`src/rtl/div_arb_pkg.sv`:
```
// Shared types and default sizing for the two-requester divider arbiter.
package div_arb_pkg;

  localparam int DEFAULT_WIDTH   = 16;
  localparam int DEFAULT_TIMEOUT = 40;

  typedef enum logic [1:0] {
    ST_IDLE,
    ST_ISSUE,
    ST_WAIT,
    ST_RESP
  } state_e;

endpackage

```
`src/rtl/div_arbiter_rr_arb2.sv`:
```
// Two-way round-robin grant: a lone request wins, a tie goes to the one not served last.
module rr_arb2 (
  input  logic [1:0] req,
  input  logic       last,
  output logic [1:0] grant,
  output logic       grant_id
);

  assign grant_id = (&req) ? ~last : req[1];
  assign grant    = {req[1] & grant_id, req[0] & ~grant_id};

endmodule

```
`src/rtl/div_arbiter.sv`:
```
// Shares one sequential divider between two requesters, with divide-by-zero
// bypass and a watchdog on the divider's completion strobe.
module div_arbiter
  import div_arb_pkg::*;
#(
  parameter int WIDTH   = DEFAULT_WIDTH,
  parameter int TIMEOUT = DEFAULT_TIMEOUT
) (
  input  logic             clk,
  input  logic             rst,
  input  logic             req0_valid,
  input  logic [WIDTH-1:0] req0_dividend,
  input  logic [WIDTH-1:0] req0_divisor,
  output logic             req0_ready,
  input  logic             req1_valid,
  input  logic [WIDTH-1:0] req1_dividend,
  input  logic [WIDTH-1:0] req1_divisor,
  output logic             req1_ready,
  output logic             resp0_valid,
  output logic [WIDTH-1:0] resp0_quot,
  output logic [WIDTH-1:0] resp0_rem,
  output logic             resp0_err,
  output logic             resp1_valid,
  output logic [WIDTH-1:0] resp1_quot,
  output logic [WIDTH-1:0] resp1_rem,
  output logic             resp1_err,
  output logic             div_start,
  output logic [WIDTH-1:0] div_dividend,
  output logic [WIDTH-1:0] div_divisor,
  input  logic             div_done,
  input  logic [WIDTH-1:0] div_quot,
  input  logic [WIDTH-1:0] div_rem,
  output logic             busy,
  output logic             grant_id
);

  localparam int CNT_W = $clog2(TIMEOUT + 1);

  state_e                  state_q, state_d;
  logic [CNT_W-1:0]        cnt_q, cnt_d;
  logic [WIDTH-1:0]        dividend_q, dividend_d;
  logic [WIDTH-1:0]        divisor_q, divisor_d;
  logic                    gid_q, gid_d;
  logic                    last_q, last_d;
  logic [1:0][WIDTH-1:0]   quot_q, quot_d;
  logic [1:0][WIDTH-1:0]   rem_q, rem_d;
  logic [1:0]              err_q, err_d;

  logic [1:0]              grant;
  logic                    arb_id;
  logic [WIDTH-1:0]        sel_dividend;
  logic [WIDTH-1:0]        sel_divisor;

  rr_arb2 u_arb (
    .req      ({req1_valid, req0_valid}),
    .last     (last_q),
    .grant    (grant),
    .grant_id (arb_id)
  );

  assign sel_dividend = arb_id ? req1_dividend : req0_dividend;
  assign sel_divisor  = arb_id ? req1_divisor  : req0_divisor;

  // Per-requester result registers are written on the way into RESP so they
  // are already valid during the strobe and persist until that requester's next result.
  always_comb begin
    state_d     = state_q;
    cnt_d       = cnt_q;
    dividend_d  = dividend_q;
    divisor_d   = divisor_q;
    gid_d       = gid_q;
    last_d      = last_q;
    quot_d      = quot_q;
    rem_d       = rem_q;
    err_d       = err_q;
    req0_ready  = 1'b0;
    req1_ready  = 1'b0;
    div_start   = 1'b0;
    resp0_valid = 1'b0;
    resp1_valid = 1'b0;
    case (state_q)
      ST_IDLE: begin
        if ((|grant) && rst) begin
          req0_ready = grant[0];
          req1_ready = grant[1];
          gid_d      = arb_id;
          dividend_d = sel_dividend;
          divisor_d  = sel_divisor;
          if (sel_divisor == '0) begin
            quot_d[arb_id] = '1;
            rem_d[arb_id]  = sel_dividend;
            err_d[arb_id]  = 1'b1;
            state_d        = ST_RESP;
          end else begin
            state_d = ST_ISSUE;
          end
        end
      end
      ST_ISSUE: begin
        div_start = 1'b1;
        cnt_d     = '0;
        state_d   = ST_WAIT;
      end
      ST_WAIT: begin
        if (div_done) begin
          quot_d[gid_q] = div_quot;
          rem_d[gid_q]  = div_rem;
          err_d[gid_q]  = 1'b0;
          state_d       = ST_RESP;
        end else begin
          cnt_d = cnt_q + 1'b1;
          if (cnt_d == CNT_W'(TIMEOUT)) begin
            quot_d[gid_q] = '0;
            rem_d[gid_q]  = '0;
            err_d[gid_q]  = 1'b1;
            state_d       = ST_RESP;
          end
        end
      end
      ST_RESP: begin
        resp0_valid = ~gid_q;
        resp1_valid = gid_q;
        last_d      = gid_q;
        state_d     = ST_IDLE;
      end
      default: state_d = ST_IDLE;
    endcase
  end

  // last_q resets to 1 so the first tie goes to requester 0.
  always_ff @(posedge clk or negedge rst) begin
    if (!rst) begin
      state_q    <= ST_IDLE;
      cnt_q      <= '0;
      dividend_q <= '0;
      divisor_q  <= '0;
      gid_q      <= 1'b0;
      last_q     <= 1'b1;
      quot_q     <= '0;
      rem_q      <= '0;
      err_q      <= '0;
    end else begin
      state_q    <= state_d;
      cnt_q      <= cnt_d;
      dividend_q <= dividend_d;
      divisor_q  <= divisor_d;
      gid_q      <= gid_d;
      last_q     <= last_d;
      quot_q     <= quot_d;
      rem_q      <= rem_d;
      err_q      <= err_d;
    end
  end

  assign div_dividend = dividend_q;
  assign div_divisor  = divisor_q;
  assign resp0_quot   = quot_q[0];
  assign resp0_rem    = rem_q[0];
  assign resp0_err    = err_q[0];
  assign resp1_quot   = quot_q[1];
  assign resp1_rem    = rem_q[1];
  assign resp1_err    = err_q[1];
  assign busy         = (state_q != ST_IDLE);
  assign grant_id     = gid_q;

endmodule

```
`config.mk`:
```
export PLATFORM = sky130hd
export DESIGN_NAME = div_arbiter
export DESIGN_NICKNAME = d
export VERILOG_FILES = /design/src/rtl/div_arb_pkg.sv /design/src/rtl/div_arbiter_rr_arb2.sv /design/src/rtl/div_arbiter.sv
export SDC_FILE = /design/constraint.sdc
export NUM_CORES = 1
export LEC_CHECK = 0
export ABC_AREA = 1
export ABC_CLOCK_PERIOD_IN_PS = 5200
export CELL_PAD_IN_SITES_DETAIL_PLACEMENT = 1
export CELL_PAD_IN_SITES_GLOBAL_PLACEMENT = 2
export CORE_ASPECT_RATIO = 0.6
export CORE_MARGIN = 1.5
export CORE_UTILIZATION = 28
export DETAILED_ROUTE_END_ITERATION = 8
export PLACE_DENSITY_LB_ADDON = 0.1
export SYNTH_ARGS = -nofsm -noshare
export SYNTH_HDL_FRONTEND = slang
export SYNTH_HIERARCHICAL = 1
export SYNTH_SLANG_ARGS = --single-unit
```
`constraint.sdc`:
```
create_clock -name clk -period 5.2 [get_ports clk]
set_clock_uncertainty 0.2 [all_clocks]
set_input_delay 1.04 -clock clk [delete_from_list [all_inputs] [get_ports clk]]
set_output_delay 1.04 -clock clk [all_outputs]
set_load 0.01 [all_outputs]
```
## Word-level counts from Yosys, hierarchy flattened

Index checks and enable logic that the tools add are counted.

| storage, ports and cells | value |
|---|---|
| register bits | 108 |
| input bits | 101 |
| output and inout port bits | 105 |
| logic and storage cells | 94 |

| cells by class | value |
|---|---|
| add/sub/neg operators | 1 |
| $lt $le $gt $ge | 4 |
| eq/ne operators | 8 |
| mux-type cells | 43 |
| bitwise gates (word level) | 13 |
| reduce and logical (&&, ||, !) cells | 14 |

Operator list:

| kind | count |
|---|---|
| 2-to-1 mux 32 bit | 8 |
| case mux 32 bit (2 select lines) | 2 |
| bitwise mux 32 bit | 3 |
| AND 32 bit | 2 |
| 2-to-1 mux 16 bit | 4 |
| demux 16 bit (select 1 bit) | 2 |
| inverter 32 bit | 1 |
| OR 32 bit | 1 |
| logical NOT 16 bit | 1 |
| 2-to-1 mux 2 bit | 8 |
| case mux 6 bit (2 select lines) | 1 |
| 2-to-1 mux 1 bit | 10 |
| case mux 2 bit (4 select lines) | 1 |
| AND reduction 2 bit | 4 |
| adder 6 x 1 -> 6 bit (second input constant) | 1 |
| equality test 6 bit (second input constant) | 1 |
| 2-to-1 mux 6 bit | 1 |
| != test 2 bit (second input constant) | 3 |
| nonzero test 2 bit | 3 |
| equality test 2 bit (second input constant) | 2 |
| < comparator 1 x 2 -> 1 bit (second input constant) | 2 |
| OR 2 bit | 2 |
| case mux 2 bit (2 select lines) | 1 |
| AND reduction 4 bit | 1 |
| other kinds (11) | 18 |

## Depth between registers and ports, before layout

Gate-level depths: netlist of run 1.

| logic depth | value |
|---|---|
| word-level depth | 10 |
| gate-level depth with buffers | 15 |

## Cells and area by module

Netlist of run 1, hierarchy kept.

Modules (own cells, without submodules):

| module | instances | cells each | area an instance (µm²) |
|---|---|---|---|
| div_arbiter | 1 | 892 | 6508.7 |
| rr_arb2 | 1 | 5 | 35.0 |

## Worst setup path after synthesis of run 1

No wires, ideal clock.

| timing path | value |
|---|---|
| path type | input -> output |
| start point | input port req1_valid |
| end point | output port req0_ready |
| data arrival time | 1.895 ns |
| path slack | 2.065 ns |
| cell stages on the path | 5 |
| path buffers | 1 |
| cell sequence | a21boi_2 > o21a_1 > nand2_1 > clkbuf_1 > nor2_1 |

| on the way | value |
|---|---|
| word-level cells in the longest chain between the ends | 8 |
| elaborated cells on any way between the ends | 9 |

Ends and longest elaborated chain:

| what | RTL line | RTL |
|---|---|---|
| from (decl) | div_arbiter.sv:15 | `input logic req1_valid,` |
| AND reduction 2 bit | div_arbiter_rr_arb2.sv:9 | `assign grant_id = (&req) ? ~last : req[1];` |
| 2-to-1 mux 1 bit | div_arbiter_rr_arb2.sv:9 |  |
| inverter 1 bit | div_arbiter_rr_arb2.sv:10 | `assign grant = {req[1] & grant_id, req[0] & ~grant_id};` |
| AND 1 bit | div_arbiter_rr_arb2.sv:10 |  |
| OR reduction 2 bit | div_arbiter.sv:83 | `if ((\|grant) && rst) begin` |
| logical AND 1 bit | div_arbiter.sv:83 |  |
| 2-to-1 mux 1 bit * | div_arbiter.sv:83 |  |
| 2-to-1 mux 1 bit * | div_arbiter.sv:81 | `case (state_q)` |
| to (decl) | div_arbiter.sv:14 | `output logic req0_ready,` |

Mark *: on every way between the ends. The rest lies on a longest branch, timed or not.

## Final worst setup path of run 1

| timing path | value |
|---|---|
| start point | input port req1_valid |
| end point | output port req1_ready |

| on the way | value |
|---|---|
| elaborated cells on any way between the ends | 9 |

RTL lines:

| what | RTL line | RTL |
|---|---|---|
| AND reduction 2 bit | div_arbiter_rr_arb2.sv:9 |  |
| 2-to-1 mux 1 bit | div_arbiter_rr_arb2.sv:9 |  |
| AND 1 bit * | div_arbiter_rr_arb2.sv:10 |  |
| named net grant[1] | div_arbiter.sv:49 | `logic [1:0] grant;` |
| OR reduction 2 bit | div_arbiter.sv:83 |  |
| logical AND 1 bit | div_arbiter.sv:83 |  |
| 2-to-1 mux 1 bit * | div_arbiter.sv:83 |  |
| 2-to-1 mux 1 bit * | div_arbiter.sv:81 |  |
| to (decl) | div_arbiter.sv:18 | `output logic req1_ready,` |

Mark *: on every way through the listed nets, which the timed path passes. The rest lies on a longest branch.

==> results of run 1 <==
## cell families (layout without fill, tap and decap cells)
group / after synthesis / in the layout / synth area share (%)
simple gates: 525 / 525 / 35.53
fa+ha+maj: 5 / 5 / 0.9560
flops: 108 / 108 / 41.32
buf+inv: 114 / 287 / 8.738
compound gates: 145 / 145 / 13.46
## final timing paths
path / start / endpoint / slack (ns) / depth (start not counted)
max: req1_valid / req1_ready / 1.27 / 6
min: div_divisor[12] / div_divisor[12] / 0.28 / 2
max reg2reg: state_q[0] / resp0_quot[12] / 1.81 / 12
min reg2reg: div_divisor[12] / div_divisor[12] / 0.28 / 2
max in group asynchronous: rst / div_dividend[9] / 2.88 / 3
min in group asynchronous: rst / resp1_quot[3] / 0.60 / 2
## placed cells by master, fill, tap and decap left out
cell type | netlist | layout
nand2_1 | 343 | 343
clkdlybuf4s50_1 | 0 | 204
dfrtp_1 | 107 | 107
nand4_1 | 77 | 77
nor2_1 | 51 | 50
a21oi_1 | 47 | 47
nand3_1 | 43 | 43
o21ai_0 | 43 | 43
inv_1 | 40 | 40
o221ai_1 | 20 | 20
buf_4 | 10 | 18
a31oi_1 | 15 | 15
clkbuf_16 | 0 | 9
inv_2 | 6 | 6
o211ai_1 | 6 | 6
a21boi_0 | 6 | 6
nand3_4 | 5 | 5
ha_1 | 5 | 4
bufinv_16 | 0 | 3
nand2_2 | 2 | 2
nor2_4 | 2 | 2
nor2_2 | 1 | 2
clkinv_1 | 2 | 2
a21oi_2 | 2 | 2
a21boi_2 | 1 | 2
o22ai_1 | 1 | 1
o21a_1 | 1 | 1
inv_4 | 1 | 1
nand2_8 | 1 | 1
o21ai_1 | 1 | 1
a21oi_4 | 1 | 1
ha_2 | 0 | 1
clkbuf_8 | 0 | 1
clkinv_2 | 0 | 1
clkinvlp_4 | 0 | 1
clkinv_4 | 0 | 1
dfstp_2 | 1 | 1
## critical path, stage by stage
cell and delay (ns):
clkdlybuf4s50_1 0.51, a21boi_2 0.20, o21a_1 0.18, nand2_1 0.09
nor2_1 0.10, clkdlybuf4s50_1 0.56
## routing by layer
layer | up-vias | GRT usage, % | routed length [µm]
met5 | - | 0 | 0
li1 | 3357 | - | -
met2 | 169 | 32.18 | 11050
met3 | 17 | 4.270 | 1200
met1 | 3349 | 34.09 | 14000
met4 | 0 | 4.605 | 311
## sequential cells by signal, summed over array words and instances, names as in the netlist, named ones only
name          cells
state_q           2
resp0_rem        16
cnt_q             6
div_divisor      16
resp0_quot       16
grant_id          1
resp1_quot       16
resp1_rem        16
div_dividend     16
last_q            1
## Yosys cell counts (2+ instances only)
master / number
nand2_2: 2
o221ai_1: 20
nand3_1: 43
inv_2: 6
nand4_1: 77
buf_8: 2
buf_1: 4
clkbuf_1: 31
dfrtp_1: 107
a21oi_2: 2
inv_1: 40
clkinv_1: 2
a21boi_0: 6
o21ai_0: 43
a21oi_1: 47
buf_2: 10
nor2_1: 51
nor2_4: 2
nand2_1: 343
buf_4: 10
a31oi_1: 15
nand3_4: 5
buf_6: 7
ha_1: 5
o211ai_1: 6
## final cells by class
class | instances | area share [%]
clock buffers | 10 | 2.629
clock inverters | 6 | 1.225
inverters | 49 | 2.051
multi-input cells | 675 | 36.05
flip-flops and latches | 108 | 29.75
well taps | 315 | 4.336
repair buffers | 222 | 23.95
## power groups by stage
stage          Combinational [µW]  Clock [µW]  Sequential (µW)
5_1_grt                      2750         885             1600
6_report                     2500         828             1550
4_1_cts                      2530         849             1550
3_5_place_dp                 2520           0             1560
3_3_place_gp                 2490           0             1560
2_1_floorplan                1180           0             1630
## per-stage QoR
stage / instance area, µm² / cells / total power (µW)
floorplan: 6544 / 897 / 2808
global placement: 8738 / 1369 / 4050
detailed placement: 8738 / 1369 / 4074
CTS: 9089 / 1385 / 4924
global route: 9089 / 1385 / 5238
finish: 9089 / 1385 / 4878
==> summary.md, run 1 <==
| Metric | Value |
|---|---|
| Residual DRC count | `0` |
| GPL Wtd Cong | `0.7838` |
| Area of the mapped netlist | `approximately 6500 µm²` |
| CP Capture Type | `output port` |
| GRT Total Usage | `roughly 22%` |
| Outcome | `completed` |
| Antenna fix cells | `0` |
| Synth Instances | `897` |
| Worst-Skew Late Latency | `0.37 ns` |
| Int Power | `around 2800 µW` |
| Height of the die | `121.4 µm` |
| Clock Sinks | `between 100 and 150` |
| GRT Residual Overflow | `0` |
| Htree depth | `3` |
| Worst-Margin Slew | `0.9088 ns` |
| Post-synth top area share | `between 40% and 50%` |
| Drt wl/cell | `19.18 µm` |
| Fillers | `about 2800` |
| CP required | `a little under 4 ns` |
| Pre-CTS setup slack | `between 1 and 1.5 ns` |
| Width of the die | `around 200 µm` |
| Clock Power Share | `17.0%` |
| Worst-path clk slew | `roughly 0.080 ns` |
| Yosys cell types | `36` |
| Relative slew margins | `between 30% and 40%` |
| Top post-synthesis cells by area | `dfrtp_1, nand2_1, nand4_1, a21oi_1, nand3_1` |
| Layout cells sized above 1 | `5.607%` |
| PwrDens | `about 540 nW/µm²` |
| Multi-input gate area | `between 3000 and 4000 µm²` |
| Largest net degree at the start of global routing | `between 70 and 80` |
| RSZ-0062 raised after global routing | `no` |
| Via-to-Cell Ratio | `approximately 5.0` |
| 1st-iter DRT viols | `approximately 420` |
| FFs w/ async S/R, synth | `100.0%` |
| Fmax | `254.6 MHz` |
| FF+latch area | `roughly 2700 µm²` |
| DP HPWL | `between 15000 and 20000 µm` |
| Io pins | `approximately 210` |
| Setup crit start kind | `input pin` |
| HP Class | `reg2reg` |
| IO buf count | `slightly above 200` |
| Slew Limit Fails | `0` |
| Post-CTS Setup Inserts | `0` |
| DR pass1 iterations | `7` |
| # setup viols final | `0` |
| CTS tree | `yes` |
| Post-synth net total | `1003` |
| Fin Hold WS | `0.2830 ns` |
| Static Leakage | `~0.0042 µW` |
| Row count | `43` |
| Tmin final | `between 3 and 4 ns` |
| Top fanout value on the critical path | `3` |
| Setup tns final | `0 ns` |
| Setup CP Type | `in2out` |
| Fin util | `39.47%` |
| Sequential power share | `between 30% and 40%` |
| Max-cap violation count | `0` |
| Switching share of total power | `between 40% and 50%` |
| Yosys warning count | `6` |
| Post-synth EDFFs | `0` |
| DR vias | `about 6900` |
| Final worst-path cycle share | `between 70% and 80%` |
| Routed Antenna Nets | `0` |
| Post-synthesis sequential area ratio | `between 40% and 50%` |
| P&R area growth vs syn | `38.89%` |
| Initial antenna violation count | `0` |
| Die footprint | `about 24000 µm²` |
| Nets | `approximately 1200` |
| Vias in the first global route | `6919` |
| Global-route wire length before repair | `41880 µm` |
| Root buffer cell | `clkbuf_16` |
| Setup WS post-layout | `around 1.3 ns` |
| Worst IR Drop VDD | `between 150 and 200 µV` |
| Seq cells post-synth | `~110` |
| P_sw | `~2100 µW` |
| Syn Area/Cell | `around 7.3 µm²` |
| Final WL | `~27000 µm` |
| Post-CTS Resized | `0` |
| Final Hold Fails | `0` |
| Clock buffer count from CTS | `9` |
| Main flop type after synthesis | `dfrtp_1` |
| Deepest clock path buffer count | `2` |
| Initial Utilization | `approximately 28%` |
| Largest area contributor in the netlist | `dfrtp_1` |
| Combinational Power Share | `around half` |
| Worst path arrival time | `2.69 ns` |
| Hold Buf Count CTS | `0` |
| Core ar. | `around 23000 µm²` |
Power figures use the tool's default switching activity.
==> inputs of run 2 (changes only) <==
Settings changed: ABC_CLOCK_PERIOD_IN_PS 5200 to 3790, CORE_UTILIZATION 28 to 26.
Clock period 5.2 ns to 3.79 ns, I/O delays scaled along.
==> run 2 against run 1 <==
  * Critical path depth increased by 1
  * Sequential power increased by 38%
  * Die area increased by 7.5%
  * Critical endpoint unchanged
  * Global-route usage decreased by 0.34 points
  * Non-clock buffer count increased by 6
  * Wire length increased by 6.3%
  * Total power increased by 36%
  * Hold slack improved by 0.00091 ns
  * Sequential share of layout area decreased by 0.094 points
==> summary.md, run 2 (synthesis gave the netlist of run 1 again) <==
| Metric | Value |
|---|---|
| Top fanout value on the critical path | `3` |
| Initial Utilization | `about 27%` |
| CP Capture Type | `output port` |
| Io pins | `roughly 210` |
| DR vias | `between 6000 and 7000` |
| Post-CTS Setup Inserts | `0` |
| Setup tns final | `0 ns` |
| PwrDens | `approximately 730 nW/µm²` |
| Post-CTS Resized | `0` |
| Nets | `1177` |
| FF+latch area | `~2700 µm²` |
| Relative slew margins | `around 43%` |
| Routed Antenna Nets | `0` |
| Setup crit start kind | `input pin` |
| Worst flop-to-flop path endpoint | `resp1_quot[6]` |
| Clock buffer count from CTS | `9` |
| Core ar. | `about 24000 µm²` |
| Fin Hold WS | `approximately 0.28 ns` |
| Antenna fix cells | `0` |
| Slew Limit Fails | `0` |
| P&R area growth vs syn | `39.33%` |
| Worst-path clk slew | `approximately 0.070 ns` |
| Clock Sinks | `about 110` |
| DR pass1 iterations | `5` |
| CTS tree | `yes` |
| Fmax | `roughly 300 MHz` |
| Commonest non-fill, non-tap cell in the layout | `nand2_1` |
| Drt wl/cell | `around 20 µm` |
| HP Start | `div_dividend[0]` |
| GRT Residual Overflow | `0` |
| Via-to-Cell Ratio | `~5` |
| Slack of the worst reg-to-reg path | `between 0.7 and 0.8 ns` |
| Path depth of the worst reg2reg path | `7` |
| Design area | `9117 µm²` |
| Residual DRC count | `0` |
| CP required | `about 2.8 ns` |
| Tmin final | `between 3 and 4 ns` |
| Layout cells sized above 1 | `just under 6%` |
| Fin util | `between 30 and 40%` |
| Die footprint | `around 26000 µm²` |
| Worst-Skew Late Latency | `about 0.37 ns` |
| Root buffer cell | `clkbuf_16` |
| CP Launch Point | `req0_valid` |
| Height of the die | `between 100 and 150 µm` |
| Final WL | `~28000 µm` |
| HP Class | `reg2reg` |
| WHS Endpoint | `div_dividend[0]` |
| RSZ-0062 raised after global routing | `no` |
| Worst IR Drop VDD | `~240 µV` |
| Placed inst area | `8830 µm²` |
| Setup CP Type | `in2out` |
| Vias in the first global route | `~7100` |
| Fillers | `around 3000` |
| GPL Wtd Cong | `about 0.75` |
| Final Hold Fails | `0` |
| Highest-count cells in the layout ignoring fill and taps | `nand2_1, clkdlybuf4s50_1, dfrtp_1, nand4_1, nor2_1` |
| Outcome | `completed` |
| Htree depth | `3` |
| DP HPWL | `about 20000 µm` |
| Hold Buf Count CTS | `0` |
| Max-cap violation count | `0` |
| Static Leakage | `~0.0042 µW` |
| WHS Path Cells | `2` |
| Row count | `44` |
| Largest net degree at the start of global routing | `between 50 and 60` |
| Worst-Margin Slew | `around 0.86 ns` |
| Reg2reg start | `grant_id` |
| 1st-iter DRT viols | `455` |
| Final worst-path cycle share | `a little under 90%` |
| Multi-input gate area | `approximately 3300 µm²` |
| Global-route wire length before repair | `between 40000 and 50000 µm` |
| # setup viols final | `0` |
| Width of the die | `~210 µm` |
| Initial antenna violation count | `0` |
| Worst path arrival time | `roughly 2.4 ns` |
| Deepest clock path buffer count | `2` |
| GRT Total Usage | `21.99%` |
| IO buf count | `between 200 and 250` |
==> run 2: worst max path at each step <==
| stage | endpoint | cells past startpoint |
|---|---|---|
| 3_5_place_dp | resp1_quot[9] | 13 |
| 4_1_cts | req1_ready | 7 |
| 3_3_place_gp | resp0_rem[10] | 13 |
| 2_1_floorplan | req0_ready | 5 |
| 6_report | req1_ready | 7 |
| 5_1_grt | req0_ready | 7 |
==> run 2: where the power goes <==
part	switching [µW]	total, µW	internal, µW
registers	489	2140	1650
clock network	482	1000	517
logic	2000	3510	1510
total	2970	6640	3680
==> run 2: layout make-up <==
cell class	instances	share of cell area, %
Multi-Input combinational cell	675	35.94
Sequential cell	108	29.66
Clock buffer	12	2.594
Clock inverter	4	0.5626
Tap cell	322	4.419
Inverter	49	2.045
Timing Repair Buffer	228	24.78
==> run 2: per-layer routing <==
layer / track usage [%] / routed length [µm] / vias up
li1: - / - / 3369
met1: 34.97 / 15340 / 3452
met2: 30.93 / 11650 / 143
met3: 3.890 / 1087 / 11
met4: 3.177 / 170 / 0
met5: 0 / 0 / -
==> run 2: worst max-delay path: stages <==
cell             delay [ns]
clkdlybuf4s50_1        0.54
inv_1                  0.07
a21oi_2                0.12
o21a_1                 0.14
nand2_1                0.08
nor2_1                 0.13
clkdlybuf4s50_1        0.55
==> run 2: through the flow <==
step	cells	total power, µW	worst slack [ns]
global route	1398	7134	0.3854
global placement	1382	5640	0.3652
floorplan	897	3853	1.219
CTS	1398	6712	0.4451
detailed placement	1382	5678	0.3417
finish	1398	6645	0.4418
==> inputs of run 3 (changes only) <==
Settings changed: GPL_ROUTABILITY_DRIVEN set to 0.
==> results of run 3 <==
The final DEF is identical to that of run 2; final timing and power are the same.
